$ cat src/rtl/axi_ram_arbiter_if.sv
// ----------------------------------------------------------------------------
// axi_ram_arbiter_if
//   AXI4 write and read channel bundle between the axi_ram_arbiter (master)
//   and axi_ram (slave). Single-beat use only, but all AXI4 fields the RAM
//   consumes are carried so the bundle drops straight onto axi_ram.
//
//   Modports:
//     master : drives aw*/w*/ar*, bready, rready; observes the slave side
//     slave  : drives awready, wready, b*, arready, r*; observes the master
// ----------------------------------------------------------------------------
interface axi_ram_arbiter_if #(
    parameter int DATA_WIDTH = 32,
    parameter int ADDR_WIDTH = 16,
    parameter int STRB_WIDTH = DATA_WIDTH / 8,
    parameter int ID_WIDTH   = 8
);
    // write address channel
    logic [ID_WIDTH-1:0]   awid;
    logic [ADDR_WIDTH-1:0] awaddr;
    logic [7:0]            awlen;
    logic [2:0]            awsize;
    logic [1:0]            awburst;
    logic                  awlock;
    logic [3:0]            awcache;
    logic [2:0]            awprot;
    logic                  awvalid;
    logic                  awready;
    // write data channel
    logic [DATA_WIDTH-1:0] wdata;
    logic [STRB_WIDTH-1:0] wstrb;
    logic                  wlast;
    logic                  wvalid;
    logic                  wready;
    // write response channel
    logic [ID_WIDTH-1:0]   bid;
    logic [1:0]            bresp;
    logic                  bvalid;
    logic                  bready;
    // read address channel
    logic [ID_WIDTH-1:0]   arid;
    logic [ADDR_WIDTH-1:0] araddr;
    logic [7:0]            arlen;
    logic [2:0]            arsize;
    logic [1:0]            arburst;
    logic                  arlock;
    logic [3:0]            arcache;
    logic [2:0]            arprot;
    logic                  arvalid;
    logic                  arready;
    // read data channel
    logic [ID_WIDTH-1:0]   rid;
    logic [DATA_WIDTH-1:0] rdata;
    logic [1:0]            rresp;
    logic                  rlast;
    logic                  rvalid;
    logic                  rready;

    modport master (
        output awid, awaddr, awlen, awsize, awburst, awlock, awcache, awprot, awvalid,
        input  awready,
        output wdata, wstrb, wlast, wvalid,
        input  wready,
        input  bid, bresp, bvalid,
        output bready,
        output arid, araddr, arlen, arsize, arburst, arlock, arcache, arprot, arvalid,
        input  arready,
        input  rid, rdata, rresp, rlast, rvalid,
        output rready
    );

    modport slave (
        input  awid, awaddr, awlen, awsize, awburst, awlock, awcache, awprot, awvalid,
        output awready,
        input  wdata, wstrb, wlast, wvalid,
        output wready,
        output bid, bresp, bvalid,
        input  bready,
        input  arid, araddr, arlen, arsize, arburst, arlock, arcache, arprot, arvalid,
        output arready,
        output rid, rdata, rresp, rlast, rvalid,
        input  rready
    );
endinterface

$ cat src/rtl/axi_ram_arbiter.sv
// ----------------------------------------------------------------------------
// axi_ram_arbiter
//   Two-requester front end for axi_ram. Port 0 is instruction fetch, port 1
//   is the data load/store unit. One single-beat AXI4 read or write is in
//   flight at a time; read data / write completion goes back to the winner.
//
//   Ports:
//     clk, rst_n         clock, asynchronous active-low reset
//     req_valid/we[1:0]  per-port request and direction (1 = write)
//     req_addr/wdata/wstrb  per-port payload, slice p belongs to port p
//     req_gnt[1:0]       one-cycle pulse: request of port p captured
//     rsp_valid[1:0]     one-cycle pulse: transaction of port p finished
//     rsp_rdata, rsp_err read data / non-OKAY response, valid with rsp_valid
//     m_axi              AXI4 master side (axi_ram_arbiter_if.master)
//
//   Build option:
//     ARB_ROUND_ROBIN_EN  defined: round-robin with a last-winner register
//                         (reset value 1); undefined: port 1 has fixed
//                         priority over port 0.
// ----------------------------------------------------------------------------
module axi_ram_arbiter #(
    parameter int DATA_WIDTH = 32,
    parameter int ADDR_WIDTH = 16,
    parameter int STRB_WIDTH = DATA_WIDTH / 8,
    parameter int ID_WIDTH   = 8
) (
    input  logic                    clk,
    input  logic                    rst_n,
    input  logic [1:0]              req_valid,
    input  logic [1:0]              req_we,
    input  logic [2*ADDR_WIDTH-1:0] req_addr,
    input  logic [2*DATA_WIDTH-1:0] req_wdata,
    input  logic [2*STRB_WIDTH-1:0] req_wstrb,
    output logic [1:0]              req_gnt,
    output logic [1:0]              rsp_valid,
    output logic [DATA_WIDTH-1:0]   rsp_rdata,
    output logic                    rsp_err,
    axi_ram_arbiter_if.master       m_axi
);

    localparam logic [2:0] AX_SIZE  = 3'($clog2(STRB_WIDTH));
    localparam logic [1:0] BURST_INCR = 2'b01;

    typedef enum logic [2:0] {
        IDLE,
        RD_ADDR,
        RD_DATA,
        WR_REQ,
        WR_RESP,
        DONE
    } state_t;

    state_t state;
    logic   idx;        // index of the requester being served

    // ------------------------------------------------------------------
    // Fixed AXI fields: single beat, full-width, normal bufferable access
    // ------------------------------------------------------------------
    assign m_axi.awlen   = '0;
    assign m_axi.awsize  = AX_SIZE;
    assign m_axi.awburst = BURST_INCR;
    assign m_axi.awlock  = 1'b0;
    assign m_axi.awcache = 4'b0011;
    assign m_axi.awprot  = 3'b000;
    assign m_axi.wlast   = 1'b1;
    assign m_axi.arlen   = '0;
    assign m_axi.arsize  = AX_SIZE;
    assign m_axi.arburst = BURST_INCR;
    assign m_axi.arlock  = 1'b0;
    assign m_axi.arcache = 4'b0011;

    // IDs and rlast are not needed: only one transaction is ever outstanding
    logic unused_rsp_fields;
    assign unused_rsp_fields = ^{m_axi.bid, m_axi.rid, m_axi.rlast};

    // ------------------------------------------------------------------
    // Arbitration
    // ------------------------------------------------------------------
    logic winner;

`ifdef ARB_ROUND_ROBIN_EN
    logic last_winner;

    always_comb begin
        winner = 1'b0;
        if (req_valid == 2'b11) begin
            winner = ~last_winner;
        end else begin
            winner = req_valid[1];
        end
    end
`else
    always_comb begin
        winner = req_valid[1];
    end
`endif

    logic                  sel_we;
    logic [ADDR_WIDTH-1:0] sel_addr;
    logic [DATA_WIDTH-1:0] sel_wdata;
    logic [STRB_WIDTH-1:0] sel_wstrb;

    always_comb begin
        sel_we    = req_we[0];
        sel_addr  = req_addr[ADDR_WIDTH-1:0];
        sel_wdata = req_wdata[DATA_WIDTH-1:0];
        sel_wstrb = req_wstrb[STRB_WIDTH-1:0];
        if (winner) begin
            sel_we    = req_we[1];
            sel_addr  = req_addr[2*ADDR_WIDTH-1:ADDR_WIDTH];
            sel_wdata = req_wdata[2*DATA_WIDTH-1:DATA_WIDTH];
            sel_wstrb = req_wstrb[2*STRB_WIDTH-1:STRB_WIDTH];
        end
    end

    function automatic logic [1:0] port_onehot(input logic p);
        return p ? 2'b10 : 2'b01;
    endfunction

    // A channel counts as done if it already dropped valid or hands off now
    logic aw_done;
    logic w_done;

    always_comb begin
        aw_done = !m_axi.awvalid || m_axi.awready;
        w_done  = !m_axi.wvalid  || m_axi.wready;
    end

    // ------------------------------------------------------------------
    // Transaction FSM, all outputs registered
    // ------------------------------------------------------------------
    always_ff @(posedge clk or negedge rst_n) begin
        if (!rst_n) begin
            state         <= IDLE;
            idx           <= 1'b0;
            req_gnt       <= '0;
            rsp_valid     <= '0;
            rsp_rdata     <= '0;
            rsp_err       <= 1'b0;
            m_axi.awid    <= '0;
            m_axi.awaddr  <= '0;
            m_axi.awvalid <= 1'b0;
            m_axi.wdata   <= '0;
            m_axi.wstrb   <= '0;
            m_axi.wvalid  <= 1'b0;
            m_axi.bready  <= 1'b0;
            m_axi.arid    <= '0;
            m_axi.araddr  <= '0;
            m_axi.arprot  <= '0;
            m_axi.arvalid <= 1'b0;
            m_axi.rready  <= 1'b0;
`ifdef ARB_ROUND_ROBIN_EN
            last_winner   <= 1'b1;
`endif
        end else begin
            req_gnt   <= '0;
            rsp_valid <= '0;

            case (state)
                IDLE: begin
                    if (|req_valid) begin
                        idx     <= winner;
                        req_gnt <= port_onehot(winner);
`ifdef ARB_ROUND_ROBIN_EN
                        last_winner <= winner;
`endif
                        if (sel_we) begin
                            m_axi.awid    <= ID_WIDTH'(winner);
                            m_axi.awaddr  <= sel_addr;
                            m_axi.wdata   <= sel_wdata;
                            m_axi.wstrb   <= sel_wstrb;
                            m_axi.awvalid <= 1'b1;
                            m_axi.wvalid  <= 1'b1;
                            state         <= WR_REQ;
                        end else begin
                            m_axi.arid    <= ID_WIDTH'(winner);
                            m_axi.araddr  <= sel_addr;
                            m_axi.arprot  <= winner ? 3'b000 : 3'b100;
                            m_axi.arvalid <= 1'b1;
                            state         <= RD_ADDR;
                        end
                    end
                end

                RD_ADDR: begin
                    if (m_axi.arready) begin
                        m_axi.arvalid <= 1'b0;
                        m_axi.rready  <= 1'b1;
                        state         <= RD_DATA;
                    end
                end

                RD_DATA: begin
                    if (m_axi.rvalid && m_axi.rready) begin
                        rsp_rdata    <= m_axi.rdata;
                        rsp_err      <= |m_axi.rresp;
                        m_axi.rready <= 1'b0;
                        rsp_valid    <= port_onehot(idx);
                        state        <= DONE;
                    end
                end

                WR_REQ: begin
                    if (m_axi.awvalid && m_axi.awready) begin
                        m_axi.awvalid <= 1'b0;
                    end
                    if (m_axi.wvalid && m_axi.wready) begin
                        m_axi.wvalid <= 1'b0;
                    end
                    if (aw_done && w_done) begin
                        m_axi.bready <= 1'b1;
                        state        <= WR_RESP;
                    end
                end

                WR_RESP: begin
                    if (m_axi.bvalid && m_axi.bready) begin
                        rsp_err      <= |m_axi.bresp;
                        m_axi.bready <= 1'b0;
                        rsp_valid    <= port_onehot(idx);
                        state        <= DONE;
                    end
                end

                // rsp_valid was raised on entry, so it is high for this cycle only
                DONE: begin
                    state <= IDLE;
                end

                default: begin
                    state <= IDLE;
                end
            endcase
        end
    end

endmodule

$ cat src/flat_wrapper.sv
// flat-port wrapper written by rule: the top's interface ports become plain ports
module axi_ram_arbiter_flat 
#(
    parameter int DATA_WIDTH = 32,
    parameter int ADDR_WIDTH = 16,
    parameter int STRB_WIDTH = DATA_WIDTH / 8,
    parameter int ID_WIDTH   = 8
)
  (clk, rst_n, req_valid, req_we, req_addr, req_wdata, req_wstrb, req_gnt, rsp_valid, rsp_rdata, rsp_err, m_axi_awid, m_axi_awaddr, m_axi_awlen, m_axi_awsize, m_axi_awburst, m_axi_awlock, m_axi_awcache, m_axi_awprot, m_axi_awvalid, m_axi_awready, m_axi_wdata, m_axi_wstrb, m_axi_wlast, m_axi_wvalid, m_axi_wready, m_axi_bid, m_axi_bresp, m_axi_bvalid, m_axi_bready, m_axi_arid, m_axi_araddr, m_axi_arlen, m_axi_arsize, m_axi_arburst, m_axi_arlock, m_axi_arcache, m_axi_arprot, m_axi_arvalid, m_axi_arready, m_axi_rid, m_axi_rdata, m_axi_rresp, m_axi_rlast, m_axi_rvalid, m_axi_rready);
  axi_ram_arbiter_if #(.DATA_WIDTH(DATA_WIDTH), .ADDR_WIDTH(ADDR_WIDTH), .STRB_WIDTH(STRB_WIDTH), .ID_WIDTH(ID_WIDTH)) m_axi_i ();
  input  logic clk;
  input  logic rst_n;
  input  logic [1:0] req_valid;
  input  logic [1:0] req_we;
  input  logic [2*ADDR_WIDTH-1:0] req_addr;
  input  logic [2*DATA_WIDTH-1:0] req_wdata;
  input  logic [2*STRB_WIDTH-1:0] req_wstrb;
  output logic [1:0] req_gnt;
  output logic [1:0] rsp_valid;
  output logic [DATA_WIDTH-1:0] rsp_rdata;
  output logic rsp_err;
  output wire logic [$bits(m_axi_i.awid)-1:0] m_axi_awid;
  output wire logic [$bits(m_axi_i.awaddr)-1:0] m_axi_awaddr;
  output wire logic [$bits(m_axi_i.awlen)-1:0] m_axi_awlen;
  output wire logic [$bits(m_axi_i.awsize)-1:0] m_axi_awsize;
  output wire logic [$bits(m_axi_i.awburst)-1:0] m_axi_awburst;
  output wire logic [$bits(m_axi_i.awlock)-1:0] m_axi_awlock;
  output wire logic [$bits(m_axi_i.awcache)-1:0] m_axi_awcache;
  output wire logic [$bits(m_axi_i.awprot)-1:0] m_axi_awprot;
  output wire logic [$bits(m_axi_i.awvalid)-1:0] m_axi_awvalid;
  input wire logic [$bits(m_axi_i.awready)-1:0] m_axi_awready;
  output wire logic [$bits(m_axi_i.wdata)-1:0] m_axi_wdata;
  output wire logic [$bits(m_axi_i.wstrb)-1:0] m_axi_wstrb;
  output wire logic [$bits(m_axi_i.wlast)-1:0] m_axi_wlast;
  output wire logic [$bits(m_axi_i.wvalid)-1:0] m_axi_wvalid;
  input wire logic [$bits(m_axi_i.wready)-1:0] m_axi_wready;
  input wire logic [$bits(m_axi_i.bid)-1:0] m_axi_bid;
  input wire logic [$bits(m_axi_i.bresp)-1:0] m_axi_bresp;
  input wire logic [$bits(m_axi_i.bvalid)-1:0] m_axi_bvalid;
  output wire logic [$bits(m_axi_i.bready)-1:0] m_axi_bready;
  output wire logic [$bits(m_axi_i.arid)-1:0] m_axi_arid;
  output wire logic [$bits(m_axi_i.araddr)-1:0] m_axi_araddr;
  output wire logic [$bits(m_axi_i.arlen)-1:0] m_axi_arlen;
  output wire logic [$bits(m_axi_i.arsize)-1:0] m_axi_arsize;
  output wire logic [$bits(m_axi_i.arburst)-1:0] m_axi_arburst;
  output wire logic [$bits(m_axi_i.arlock)-1:0] m_axi_arlock;
  output wire logic [$bits(m_axi_i.arcache)-1:0] m_axi_arcache;
  output wire logic [$bits(m_axi_i.arprot)-1:0] m_axi_arprot;
  output wire logic [$bits(m_axi_i.arvalid)-1:0] m_axi_arvalid;
  input wire logic [$bits(m_axi_i.arready)-1:0] m_axi_arready;
  input wire logic [$bits(m_axi_i.rid)-1:0] m_axi_rid;
  input wire logic [$bits(m_axi_i.rdata)-1:0] m_axi_rdata;
  input wire logic [$bits(m_axi_i.rresp)-1:0] m_axi_rresp;
  input wire logic [$bits(m_axi_i.rlast)-1:0] m_axi_rlast;
  input wire logic [$bits(m_axi_i.rvalid)-1:0] m_axi_rvalid;
  output wire logic [$bits(m_axi_i.rready)-1:0] m_axi_rready;
  assign m_axi_awid = m_axi_i.awid;
  assign m_axi_awaddr = m_axi_i.awaddr;
  assign m_axi_awlen = m_axi_i.awlen;
  assign m_axi_awsize = m_axi_i.awsize;
  assign m_axi_awburst = m_axi_i.awburst;
  assign m_axi_awlock = m_axi_i.awlock;
  assign m_axi_awcache = m_axi_i.awcache;
  assign m_axi_awprot = m_axi_i.awprot;
  assign m_axi_awvalid = m_axi_i.awvalid;
  assign m_axi_i.awready = m_axi_awready;
  assign m_axi_wdata = m_axi_i.wdata;
  assign m_axi_wstrb = m_axi_i.wstrb;
  assign m_axi_wlast = m_axi_i.wlast;
  assign m_axi_wvalid = m_axi_i.wvalid;
  assign m_axi_i.wready = m_axi_wready;
  assign m_axi_i.bid = m_axi_bid;
  assign m_axi_i.bresp = m_axi_bresp;
  assign m_axi_i.bvalid = m_axi_bvalid;
  assign m_axi_bready = m_axi_i.bready;
  assign m_axi_arid = m_axi_i.arid;
  assign m_axi_araddr = m_axi_i.araddr;
  assign m_axi_arlen = m_axi_i.arlen;
  assign m_axi_arsize = m_axi_i.arsize;
  assign m_axi_arburst = m_axi_i.arburst;
  assign m_axi_arlock = m_axi_i.arlock;
  assign m_axi_arcache = m_axi_i.arcache;
  assign m_axi_arprot = m_axi_i.arprot;
  assign m_axi_arvalid = m_axi_i.arvalid;
  assign m_axi_i.arready = m_axi_arready;
  assign m_axi_i.rid = m_axi_rid;
  assign m_axi_i.rdata = m_axi_rdata;
  assign m_axi_i.rresp = m_axi_rresp;
  assign m_axi_i.rlast = m_axi_rlast;
  assign m_axi_i.rvalid = m_axi_rvalid;
  assign m_axi_rready = m_axi_i.rready;
  axi_ram_arbiter #(.DATA_WIDTH(DATA_WIDTH), .ADDR_WIDTH(ADDR_WIDTH), .STRB_WIDTH(STRB_WIDTH), .ID_WIDTH(ID_WIDTH)) u_core (.clk(clk), .rst_n(rst_n), .req_valid(req_valid), .req_we(req_we), .req_addr(req_addr), .req_wdata(req_wdata), .req_wstrb(req_wstrb), .req_gnt(req_gnt), .rsp_valid(rsp_valid), .rsp_rdata(rsp_rdata), .rsp_err(rsp_err), .m_axi(m_axi_i));
endmodule
$ cat config.mk
export PLATFORM = sky130hd
export DESIGN_NAME = axi_ram_arbiter_flat
export DESIGN_NICKNAME = d
export VERILOG_FILES = /design/src/rtl/axi_ram_arbiter_if.sv /design/src/rtl/axi_ram_arbiter.sv /design/src/flat_wrapper.sv
export SDC_FILE = /design/constraint.sdc
export NUM_CORES = 1
export LEC_CHECK = 0
export CORE_AREA = 2 2 131 133
export CTS_CLUSTER_SIZE = 8
export DETAILED_ROUTE_END_ITERATION = 8
export DIE_AREA = 0 0 133 135
export GPL_ROUTABILITY_DRIVEN = 0
export GPL_TIMING_DRIVEN = 0
export PLACE_DENSITY_LB_ADDON = 0.1
export RECOVER_POWER = 50
export SYNTH_ARGS = -nofsm -noshare
export SYNTH_HDL_FRONTEND = slang
export SYNTH_SLANG_ARGS = --single-unit
$ cat constraint.sdc
create_clock -name clk -period 4.4 [get_ports clk]
set_clock_uncertainty 0.2 [all_clocks]
set_input_delay 0.44 -clock clk [delete_from_list [all_inputs] [get_ports clk]]
set_output_delay 0.44 -clock clk [all_outputs]
set_load 0.005 [all_outputs]
==> out/qor_table.md <==
| Group | Item | Reported |
|---|---|---|
| cells and area | Number of fill cells in the layout | 1394 |
| outcome | Violated checks | max-capacitance violations, max-slew violations |
| timing | Final critical-path setup slack | 1.73 ns |
| worst setup path | Endpoint of the worst-slack reg-to-reg timing path | u_core.rsp_rdata[28] |
| cts | Clock latency on the worst-skew pair | 0.41 ns |
| floorplan | Floorplan die height | 135 um |
| logic synthesis | Flip-flop and latch count after synthesis | 117 |
| cts | Number of levels in the clock H-tree | 4 |
| route | Mean routed wirelength per cell | 15.3 um |
| global route | Initial antenna violation count | 0 |
| cells and area | Synth-to-Final Area Change | 69.4% |
| worst hold path | Tightest Hold Check Type | flip-flop to flip-flop |
| cts | Clock transition time at the flip-flop clock pins of the worst setup and hold paths | 0.06 ns |
| cts | Sink Count | 117 |
| power | Worst IR Drop VDD | 0.281 mV |
| cells and area | N_diodes | 0 |
| cells and area | Post-Route Utilization | 56.0% |
| worst setup path | Cell repeated most along the worst path | sky130_fd_sc_hd__clkbuf_1 |
| timing | Final worst path period need | 2.67 ns |
| route | Detailed-route wire length | 16.4 mm |
| power | Reported net switching power | 1.63 mW |
| power | Share of power burned in combinational logic | 38.6% |
| floorplan | Row Count | 47 |
| logic synthesis | Synth Cell Area | 5420 um^2 |
| timing | Worst slew pin tran | 1.63 ns |
| floorplan | Die area | 18000 um^2 |
| global route | Global-route usage over all layers | 18.6% |
| timing | Setup Viol. Count Final | 0 |
| global route | Number of global-route vias before repair | 4704 |
| timing | RSZ-0062 raised after global routing | false |
| cells and area | Share of cells above drive strength 1 | 16.1% |
| worst setup path | Reg-to-reg setup timing slack | 1.73 ns |
| logic synthesis | Most area-consuming cells after synthesis | sky130_fd_sc_hd__dfrtp_1 54%, sky130_fd_sc_hd__mux2i_1 9.6%, sky130_fd_sc_hd__buf_4 7.9% |
| worst setup path | Critical setup path kind | flip-flop to flip-flop |
| worst setup path | Cell chain of the critical path | clkbuf_1 > nor3_1 > clkbuf_1 > mux2_2 |
| global route | Pin count of the biggest net entering global routing | 91 |
| worst setup path | FF-to-FF path depth | 4 |
| logic synthesis | Ranking of synthesized cells by instance count | 117 x sky130_fd_sc_hd__dfrtp_1, 62 x sky130_fd_sc_hd__a21oi_1, 61 x sky130_fd_sc_hd__nor2_1, 57 x sky130_fd_sc_hd__buf_4, 52 x sky130_fd_sc_hd__mux2i_1 |
| worst setup path | Critical path capture point type | flip-flop |
| logic synthesis | Fraction of the yosys area taken by sequential cells | 54.0% |
| route | Length of the first detailed-routing pass in iterations | 4 |
| route | Remaining routing DRC violations | 0 |
| worst hold path | Source of the worst hold timing path | u_core.idx |
| worst setup path | Worst Path Buf+Inv | 2 |
| timing | Relative slew slack | -8.63% |
| global route | Grt total ovfl | 0 |
| logic synthesis | Biggest area consumer among synthesized cells | sky130_fd_sc_hd__dfrtp_1 |
| cts | CTS resizes | 0 |
| power | Flop pwr share | 34.2% |
| placed design | Count of input and output buffers | 263 |
| run | Max-cap check violation count | 1 |
| timing | Max frequency | 0.375 GHz |
| timing | Number of max-slew violations in the final report | 28 |
| worst setup path | Crit path launch type | flip-flop |
| cells and area | Final net count | 1004 |
| route | Vias/cell | 4.38 |
| power | Power density relative to cell area | 598 nW/um^2 |
| worst setup path | CP required | 4.50 ns |
| route | Number of DRC violations after detailed-routing iteration 0 | 216 |
| logic synthesis | Post-synth cell types | 36 |
| cts | Post-CTS Hold Buffers | 1 |
| worst setup path | Endpoint arrival time on the critical path | 2.77 ns |
| placed design | Placed insts | 1036 |
| floorplan | Width of the chip | 133 um |
| power | Leakage power | 4.19 nW |
| cells and area | Cell area after layout | 9180 um^2 |
| global route | Wire length of the first global-routing pass | 25.6 mm |
| floorplan | # IOs | 337 |
| cts | Clock Path Buffers | 2 |
| logic synthesis | Synthesis Warnings | 0 |
| logic synthesis | Area share of the largest cell type after synthesis | 54.0% |
| worst hold path | Hold endpoint | u_core.rsp_valid[0] |
| cts | Root buffer cell | sky130_fd_sc_hd__clkbuf_16 |
| worst hold path | Worst Hold Depth | 1 |
| power | Switching portion of total power | 29.6% |
| floorplan | Starting density of the core | 33.1% |
| logic synthesis | Share of flip-flops with an asynchronous set or reset | 100% |
| cts | Post-CTS setup buffers | 0 |
| logic synthesis | Average instance area after synthesis | 10.9 um^2 |
| timing | Final Hold Violating Endpoints | 0 |
| power | Internal power consumption | 3.86 mW |
| worst setup path | Worst r2r src | u_core.state[2] |
| worst setup path | Top cell family by delay on the critical path | simple AND/OR/NAND/NOR gates |
| cells and area | Count of non-filler cells in the finished layout | 1069 |
| logic synthesis | Count of flip-flops with a built-in enable after synthesis | 0 |
| floorplan | Placeable core region | 16400 um^2 |
| outcome | Result of the run | complete, but fails checks |
| worst setup path | Max stage delay cell, worst path | sky130_fd_sc_hd__nor3_1 |
| cts | Number of buffers created by CTS | 17 |
| worst setup path | Crit path largest cell delay | 0.84 ns |
| placed design | HPWL after DPL | 12.7 mm |
| timing | Tightest hold margin | 0.268 ns |
| placed design | Post-DP Area | 8560 um^2 |
| power | Part of the total power dissipated in the clock network | 27.2% |
| cts | Clock tree from TritonCTS | yes |
| placed design | Post-place setup slack | 1.76 ns |
| logic synthesis | Syn Inst Count | 498 |
| logic synthesis | Most numerous cell in the Yosys netlist | sky130_fd_sc_hd__dfrtp_1 |
| timing | Period Utilization, post-route | 60.7% |
| logic synthesis | Post-synth top flop | sky130_fd_sc_hd__dfrtp_1 |
| route | Antenna viol nets, final | 0 |
| worst setup path | Largest fanout on the critical path | 10 |
| route | Number of vias after detailed routing | 4680 |
## power groups by stage
stage | Combinational (mW) | Sequential, mW | Clock [mW]
2_1_floorplan | 0.778 | 1.91 | 0
3_3_place_gp | 2.19 | 1.87 | 0
3_5_place_dp | 2.22 | 1.90 | 0
4_1_cts | 2.23 | 1.89 | 1.52
5_1_grt | 2.34 | 1.95 | 1.57
6_report | 2.12 | 1.88 | 1.49
## metrics by stage
step / setup TNS, ns / power (mW)
after CTS: 0 / 5.64
after floorplan: 0 / 2.69
after global placement: -215.75 / 4.06
after global routing: 0 / 5.86
after detailed placement: 0 / 4.12
final: 0 / 5.49
## worst max-delay path by stage
stage / slack (ns) / cells past startpoint / to / start
floorplan: 2.68 / 4 / u_core.rsp_rdata[10] / u_core.state[2]
global placement: -1.86 / 1 / u_core.m_axi.wstrb[1] / rst_n
detailed placement: 1.76 / 5 / u_core.m_axi.araddr[6] / req_valid[0]
CTS: 2.21 / 5 / u_core.m_axi.araddr[6] / req_valid[0]
global route: 1.48 / 4 / u_core.rsp_rdata[28] / u_core.state[2]
finish: 1.73 / 4 / u_core.rsp_rdata[28] / u_core.state[2]
## registers in the layout, indices dropped and copies added (netlist names), 2 cells and up
name	flops
u_core.rsp_valid	2
u_core.state	3
u_core.m_axi.awaddr	16
u_core.m_axi.wstrb	4
u_core.req_gnt	2
u_core.m_axi.araddr	16
u_core.m_axi.wdata	32
u_core.rsp_rdata	32
## logic make-up after synthesis
family / share of synthesized area [%]
compound gates: 9.16
buf+inv: 11.1
flops: 54.0
mux: 16.2
other cells: 0.138
simple gates: 9.41
## routing by layer
| metal | share of wire (%) | global-route usage, % | vias to the layer above |
|---|---|---|---|
| met5 | 0 | 0 | - |
| met4 | 2.0 | 7.53 | 0 |
| met3 | 9.2 | 7.51 | 22 |
| met2 | 48 | 30.3 | 208 |
| met1 | 41 | 22.1 | 2181 |
| li1 | - | - | 2269 |
## cell type report
cell class / instances / area (um^2) / area share, %
clock buffer: 20 / 467 / 5.08
sequential: 117 / 2930 / 31.9
timing repair buffer: 265 / 2660 / 29.0
tap: 220 / 275 / 3.00
buffer: 82 / 561 / 6.10
multi-input combinational: 346 / 2090 / 22.7
clock inverter: 12 / 176 / 1.92
inverter: 7 / 26.3 / 0.286
## cells in the final DEF (no fill, tap or decap), drive strengths merged, types with 30 or more instances in the layout
master and instances:
conb 56, dfrtp 117, mux2i 52, nor2 61, a21oi 62, nand2 31
buf 74, mux2 32, clkdlybuf4s50 223, clkbuf 30, dlygate4sd3 40
## worst register-to-register path, delay by kind of cell, from the launching register on
family | cells | cell delay [ns]
mux | 1 | 0.40
buf+inv | 2 | 0.71
flops | 1 | 0.41
simple gates | 1 | 0.84
No activity file was read; power rests on OpenSTA's default activity.
